File: config.mk
export PLATFORM = sky130hd
export DESIGN_NAME = phase_error_tdc
export DESIGN_NICKNAME = d
export VERILOG_FILES = /design/src/rtl/adpll_pkg.sv /design/src/rtl/edge_sync.sv /design/src/rtl/phase_error_tdc.sv
export SDC_FILE = /design/constraint.sdc
export NUM_CORES = 1
export LEC_CHECK = 0
export CAP_MARGIN = 20
export CORE_MARGIN = 2
export CORE_UTILIZATION = 50
export DETAILED_ROUTE_END_ITERATION = 6
export PLACE_DENSITY = 0.85
export SKIP_LAST_GASP = 1
export SLEW_MARGIN = 5
export SYNTH_ARGS = -nofsm -noshare
export SYNTH_HDL_FRONTEND = slang
export SYNTH_SLANG_ARGS = --single-unit
File: constraint.sdc
create_clock -name clk -period 1.9 [get_ports clk]
set_input_delay 0.57 -clock clk [delete_from_list [all_inputs] [get_ports clk]]
set_output_delay 0.57 -clock clk [all_outputs]
set_load 0.005 [all_outputs]
File: src/rtl/adpll_pkg.sv
// Shared types and constants for the ADPLL phase/frequency detector.
package adpll_pkg;

  typedef enum logic [1:0] {
    IDLE     = 2'd0,
    REF_LEAD = 2'd1,
    FB_LEAD  = 2'd2
  } tdc_state_t;

  localparam int ERR_W_DEF = 8;

  // Largest positive value of a w-bit two's-complement phase error.
  function automatic int err_max(input int w);
    return (1 << (w - 1)) - 1;
  endfunction

endpackage

File: src/rtl/edge_sync.sv
// Multi-flop synchroniser followed by a registered rising-edge detector.
module edge_sync #(
  parameter int SYNC_STAGES = 2
) (
  input  logic clk,
  input  logic reset_n,
  input  logic sig_i,
  output logic pulse_o
);

  logic [SYNC_STAGES-1:0] sync_q;
  logic                   prev_q;
  logic                   pulse_q;

  // Synchroniser chain, last-stage history and registered edge pulse.
  always_ff @(posedge clk or negedge reset_n) begin
    if (!reset_n) begin
      sync_q  <= '0;
      prev_q  <= 1'b0;
      pulse_q <= 1'b0;
    end else begin
      sync_q  <= {sync_q[SYNC_STAGES-2:0], sig_i};
      prev_q  <= sync_q[SYNC_STAGES-1];
      pulse_q <= sync_q[SYNC_STAGES-1] & ~prev_q;
    end
  end

  assign pulse_o = pulse_q;

endmodule

File: src/rtl/phase_error_tdc.sv
// Counter-based PFD/TDC producing a signed phase error for the ADPLL loop filter.
// Optional lock detector enabled by defining LOCK_DETECT_EN.
module phase_error_tdc
  import adpll_pkg::*;
#(
  parameter int ERR_W       = ERR_W_DEF,
  parameter int SYNC_STAGES = 2,
  parameter int LOCK_TOL    = 2,
  parameter int LOCK_CNT    = 4
) (
  input  logic             clk,
  input  logic             reset_n,
  input  logic             ref_in,
  input  logic             fb_in,
  input  logic             enable,
  output logic [ERR_W-1:0] phase_err,
  output logic             err_valid,
  output logic             up,
  output logic             dn,
  output logic             slip,
  output logic             locked
);

  localparam logic [ERR_W-2:0] MAX_MAG = (ERR_W-1)'(err_max(ERR_W));
  localparam logic [ERR_W-2:0] ONE     = (ERR_W-1)'(1);

  logic             rp_s, fp_s;
  tdc_state_t       state_q, state_d;
  logic [ERR_W-2:0] count_q, count_d, count_inc_s;
  logic             rep_vld_s, rep_neg_s, rep_slip_s;
  logic [ERR_W-2:0] rep_mag_s;
  logic [ERR_W-1:0] rep_val_s;
  logic [ERR_W-1:0] phase_err_q;
  logic             err_valid_q, slip_q, up_q, dn_q;

  edge_sync #(.SYNC_STAGES(SYNC_STAGES)) u_ref_sync (
    .clk(clk), .reset_n(reset_n), .sig_i(ref_in), .pulse_o(rp_s)
  );
  edge_sync #(.SYNC_STAGES(SYNC_STAGES)) u_fb_sync (
    .clk(clk), .reset_n(reset_n), .sig_i(fb_in), .pulse_o(fp_s)
  );

  assign count_inc_s = (count_q == MAX_MAG) ? count_q : count_q + ONE;

  // State and cycle-count register.
  always_ff @(posedge clk or negedge reset_n) begin
    if (!reset_n) begin
      state_q <= IDLE;
      count_q <= '0;
    end else begin
      state_q <= state_d;
      count_q <= count_d;
    end
  end

  // Next state: a coincident opposite edge closes the measurement, a same-side edge slips.
  always_comb begin
    state_d = state_q;
    count_d = count_q;
    if (!enable) begin
      state_d = IDLE;
      count_d = '0;
    end else begin
      case (state_q)
        IDLE: begin
          if (rp_s && !fp_s) begin
            state_d = REF_LEAD;
            count_d = ONE;
          end else if (fp_s && !rp_s) begin
            state_d = FB_LEAD;
            count_d = ONE;
          end else begin
            count_d = '0;
          end
        end
        REF_LEAD: begin
          if (fp_s && !rp_s) begin
            state_d = IDLE;
            count_d = '0;
          end else if (rp_s) begin
            count_d = ONE;
          end else begin
            count_d = count_inc_s;
          end
        end
        FB_LEAD: begin
          if (rp_s && !fp_s) begin
            state_d = IDLE;
            count_d = '0;
          end else if (fp_s) begin
            count_d = ONE;
          end else begin
            count_d = count_inc_s;
          end
        end
        default: begin
          state_d = IDLE;
          count_d = '0;
        end
      endcase
    end
  end

  // Report decode for the current cycle.
  always_comb begin
    rep_vld_s  = 1'b0;
    rep_neg_s  = 1'b0;
    rep_slip_s = 1'b0;
    rep_mag_s  = '0;
    if (enable) begin
      case (state_q)
        IDLE: begin
          rep_vld_s = rp_s & fp_s;
        end
        REF_LEAD: begin
          if (fp_s) begin
            rep_vld_s = 1'b1;
            rep_mag_s = count_q;
          end else if (rp_s) begin
            rep_vld_s  = 1'b1;
            rep_slip_s = 1'b1;
            rep_mag_s  = MAX_MAG;
          end else begin
            rep_vld_s = 1'b0;
          end
        end
        FB_LEAD: begin
          rep_neg_s = 1'b1;
          if (rp_s) begin
            rep_vld_s = 1'b1;
            rep_mag_s = count_q;
          end else if (fp_s) begin
            rep_vld_s  = 1'b1;
            rep_slip_s = 1'b1;
            rep_mag_s  = MAX_MAG;
          end else begin
            rep_vld_s = 1'b0;
          end
        end
        default: begin
          rep_vld_s = 1'b0;
        end
      endcase
    end else begin
      rep_vld_s = 1'b0;
    end
    rep_val_s = rep_neg_s ? ('0 - {1'b0, rep_mag_s}) : {1'b0, rep_mag_s};
  end

  // Registered outputs; phase_err holds between reports.
  always_ff @(posedge clk or negedge reset_n) begin
    if (!reset_n) begin
      phase_err_q <= '0;
      err_valid_q <= 1'b0;
      slip_q      <= 1'b0;
      up_q        <= 1'b0;
      dn_q        <= 1'b0;
    end else begin
      err_valid_q <= rep_vld_s;
      slip_q      <= rep_slip_s;
      up_q        <= (state_d == REF_LEAD);
      dn_q        <= (state_d == FB_LEAD);
      if (rep_vld_s) begin
        phase_err_q <= rep_val_s;
      end
    end
  end

  assign phase_err = phase_err_q;
  assign err_valid = err_valid_q;
  assign slip      = slip_q;
  assign up        = up_q;
  assign dn        = dn_q;

`ifdef LOCK_DETECT_EN
  localparam int LCW = $clog2(LOCK_CNT + 1);
  localparam logic [LCW-1:0] LOCK_CNT_V = LCW'(LOCK_CNT);

  logic [LCW-1:0] lock_cnt_q, lock_cnt_d;
  logic           locked_q, in_lock_s;

  // Consecutive in-tolerance report counter, evaluated alongside the report itself.
  always_comb begin
    lock_cnt_d = lock_cnt_q;
    in_lock_s  = (rep_mag_s <= (ERR_W-1)'(LOCK_TOL)) && !rep_slip_s;
    if (!enable) begin
      lock_cnt_d = '0;
    end else if (rep_vld_s) begin
      if (in_lock_s) begin
        lock_cnt_d = (lock_cnt_q == LOCK_CNT_V) ? lock_cnt_q : lock_cnt_q + LCW'(1);
      end else begin
        lock_cnt_d = '0;
      end
    end else begin
      lock_cnt_d = lock_cnt_q;
    end
  end

  // Lock counter and indicator register.
  always_ff @(posedge clk or negedge reset_n) begin
    if (!reset_n) begin
      lock_cnt_q <= '0;
      locked_q   <= 1'b0;
    end else begin
      lock_cnt_q <= lock_cnt_d;
      locked_q   <= (lock_cnt_d == LOCK_CNT_V);
    end
  end

  assign locked = locked_q;
`else
  assign locked = 1'b0;
`endif

endmodule

==> results.py <==
metrics = {
    "worst_setup_path": {
        "end_kind": "register",
        "critPathLaunchType": "register",
        "worstPathRequired_ps": 2130,
        "arrival_ps": 2200,
        "cp_max_fo": 7,
        "critical_path_class": "register to register",
    },
    "sta": {
        "final_hold_viol_count": 0,
        "finalSetupTns_ps": -83.1,
        "fin_crit_ps": 1970,
        "worst_slack_ps": -67.2,
        "fmax_ghz": 0.508,
        "slew_violations": 0,
        "fin_skew_ps": 14.5,
        "rsz0062_at_grt": "true",
        "setup_viol": 3,
        "min_period_over_period_pct": 104,
        "whs_ps": 356,
    },
    "synth": {
        "synthMuxAreaShare_pct": 0.594,
        "synth_edf_count": 0,
        "ys_seq_elements": 29,
        "synth_compound_gate_area_share_pct": 24.7,
        "synth-xor-area-share_pct": 3.12,
        "synth-simple-area-share_pct": 16.6,
        "syn_inst": 183,
        "synth_top_family_by_area": "compound AO/OA/AOI/OAI gates",
        "synth_area_sq_um": 1680,
        "yosysUniqueCellTypes": 44,
        "synth_top_flop_cell": "dfrtp_1",
        "async_reset_ff_share_pct": 100,
        "yosysWarnings": 0,
        "syn_nets": 198,
        "yosys.area_share.adder_pct": 7.43,
        "syn_area_per_cell_sq_um": 9.20,
        "ys_seq_area_share_pct": 43.1,
    },
    "cts": {
        "clk_pin_slew_ps": 90,
        "htree_levels": 2,
        "cts_max_path_buffers": 2,
        "cts.sink_count": 29,
        "cts_tree": "built",
        "cts_buffers": 5,
        "cts_root_buf": "clkbuf_4",
        "clk_latency_ps": 340,
    },
    "grt": {
        "grt_use_total_pct": 24.8,
        "grt-ovfl-total": 0,
        "antenna_found_initial": 0,
        "grt_pass1_wl_mm": 6.74,
        "grt_pass1_vias": 1443,
        "grt_max_degree": 30,
    },
    "final_layout": {
        "final_cell_mix": "38 x buf_4, 27 x dfrtp_1, 16 x clkdlybuf4s50_1",
        "mostFrequentLayoutCell": "buf_4",
        "nets": 251,
        "areaGrowthSynthToFinish_pct": 42.8,
        "antenna_cells": 0,
        "final_layout_size_suffix_gt1_share_pct": 35.0,
    },
    "die": {
        "io_pins": 18,
        "core_region_area_sq_um": 3280,
        "start_util_pct": 51.3,
        "std_cell_rows": 21,
        "fp.dieH_um": 62.0,
        "die_width_um": 62.0,
        "dieArea_sq_um": 3850,
    },
    "placed_design": {
        "place.gp.congestion": 0.893,
        "dpl.hpwl_mm": 2.82,
        "io_buffers": 16,
    },
    "route": {
        "drc_errors": 0,
        "routedWlPerCell_um": 16.7,
        "via_per_inst": 5.81,
        "wirelength_mm": 4.72,
        "drtAntennaViolNets": 0,
        "drt_iter0_drc": 98,
        "dr.pass1.iters": 4,
        "route.vias.total": 1645,
    },
    "run_status": {
        "status": "finished, violations left",
        "violations": "setup timing",
    },
    "job": {
        "maxCapViolCount": 0,
    },
    "power_and_ir_drop": {
        "cellPowerDensity_nw_per_um2": 567,
        "ir_drop_mv": 0.450,
        "p_leak_uw": 0.00100,
    },
    "hold_path": {
        "hp-class": "register to register",
    },
}
==> what timing repair did <==
action	in CTS	in global routing
cloned	0	0
hold buffers	0	0
endpoints found under the setup margin	3	14
setup buffers	5	3
hold endpoints to repair	0	0
pin swaps	7	9
gates resized for setup	18	25
==> Yosys cell counts (2+ instances only) <==
cell	instances	area, sq um
a21oi_1	23	115
and2_1	4	25.0
nor2b_1	4	25.0
o21bai_1	3	22.5
a22oi_1	3	22.5
a22o_1	3	26.3
xor2_1	3	26.3
nand2b_1	4	25.0
a31oi_1	6	37.5
dfrtp_1	29	726
ha_1	10	125
o21a_1	2	15.0
nand4_1	3	18.8
xnor2_1	3	26.3
o21ai_0	11	55.1
buf_2	3	15.0
nand2_1	18	67.6
o22ai_1	2	12.5
clkbuf_1	4	15.0
o22a_1	2	17.5
inv_1	5	18.8
nor2_1	16	60.1
==> routing by layer <==
layer	global-route usage, %	vias to the layer above	routed length, um
met2	38.5	83	2320
met1	31.4	770	1810
met3	6.00	33	304
met4	14.3	0	283
met5	0	-	0
li1	-	759	-
==> worst paths after layout <==
check / start / to / slack, ps / cells past startpoint
worst max-delay path: state_q[0] / phase_err[6] / -70 / 8
worst min-delay path: u_ref_sync.sync_q[0] / u_ref_sync.sync_q[1] / 360 / 0
worst max register to register: state_q[0] / phase_err[6] / -70 / 8
worst min register to register: u_ref_sync.sync_q[0] / u_ref_sync.sync_q[1] / 360 / 0
max in group asynchronous: reset_n / u_fb_sync.pulse_o / 980 / 2
min in group asynchronous: reset_n / count_q[3] / 600 / 2
==> state kept, by name, summed over array words and instances (netlist names) <==
signal	cells
count_q	7
dn	1
err_valid	1
phase_err	8
slip	1
state_q	2
u_fb_sync.prev_q	1
u_fb_sync.pulse_o	1
u_fb_sync.sync_q	2
u_ref_sync.prev_q	1
u_ref_sync.pulse_o	1
u_ref_sync.sync_q	2
up	1
==> cell type report <==
cell class,instances,area [sq um]
Tap cell,46,57.6
Fill cell,209,880
Sequential cell,29,728
Timing Repair Buffer,55,457
Clock buffer,6,41.3
Multi-Input combinational cell,139,1090
Inverter,6,22.5
Clock inverter,2,10.0
==> report_power, final <==
group / switching (uW) / internal, uW / leakage (uW) / total, uW
clock network: 218 / 141 / 0.0000320 / 358
registers: 24.3 / 646 / 0.000381 / 670
logic: 167 / 169 / 0.000589 / 336
total: 409 / 955 / 0.00100 / 1360
==> kinds of logic (layout without fill, tap and decap cells) <==
kind of cell / count (synthesis) / after routing
AO/OA/AOI/OAI: 64 / 64
AND/OR/NAND/NOR: 57 / 57
flip-flops: 29 / 29
buffers and inverters: 15 / 69
adder cells (fa/ha/maj): 10 / 10
XOR/XNOR: 6 / 6
other: 1 / 1
multiplexers: 1 / 1
==> stage by stage <==
step                      instances  util, %  area (sq um)  worst slack [ps]  power (uW)
after CTS                       280     69.3          2280             -2.31        1330
after global placement          267     63.7          2090              -214         937
after detailed placement        267     63.7          2090              -252         941
after floorplan                 183        -          1700             -87.7         812
final                           283     73.2          2400             -67.2        1360
after global routing            283     73.2          2400              -129        1440
==> worst max-delay path: stages, from the launching register on <==
cell	delay (ps)
dfrtp_2	450
inv_2	110
ha_4	200
nor2b_4	280
a21oi_2	50
o22a_2	240
o2111ai_4	130
a31oi_1	140
a32o_1	260
(Power assumes the default switching activity.)
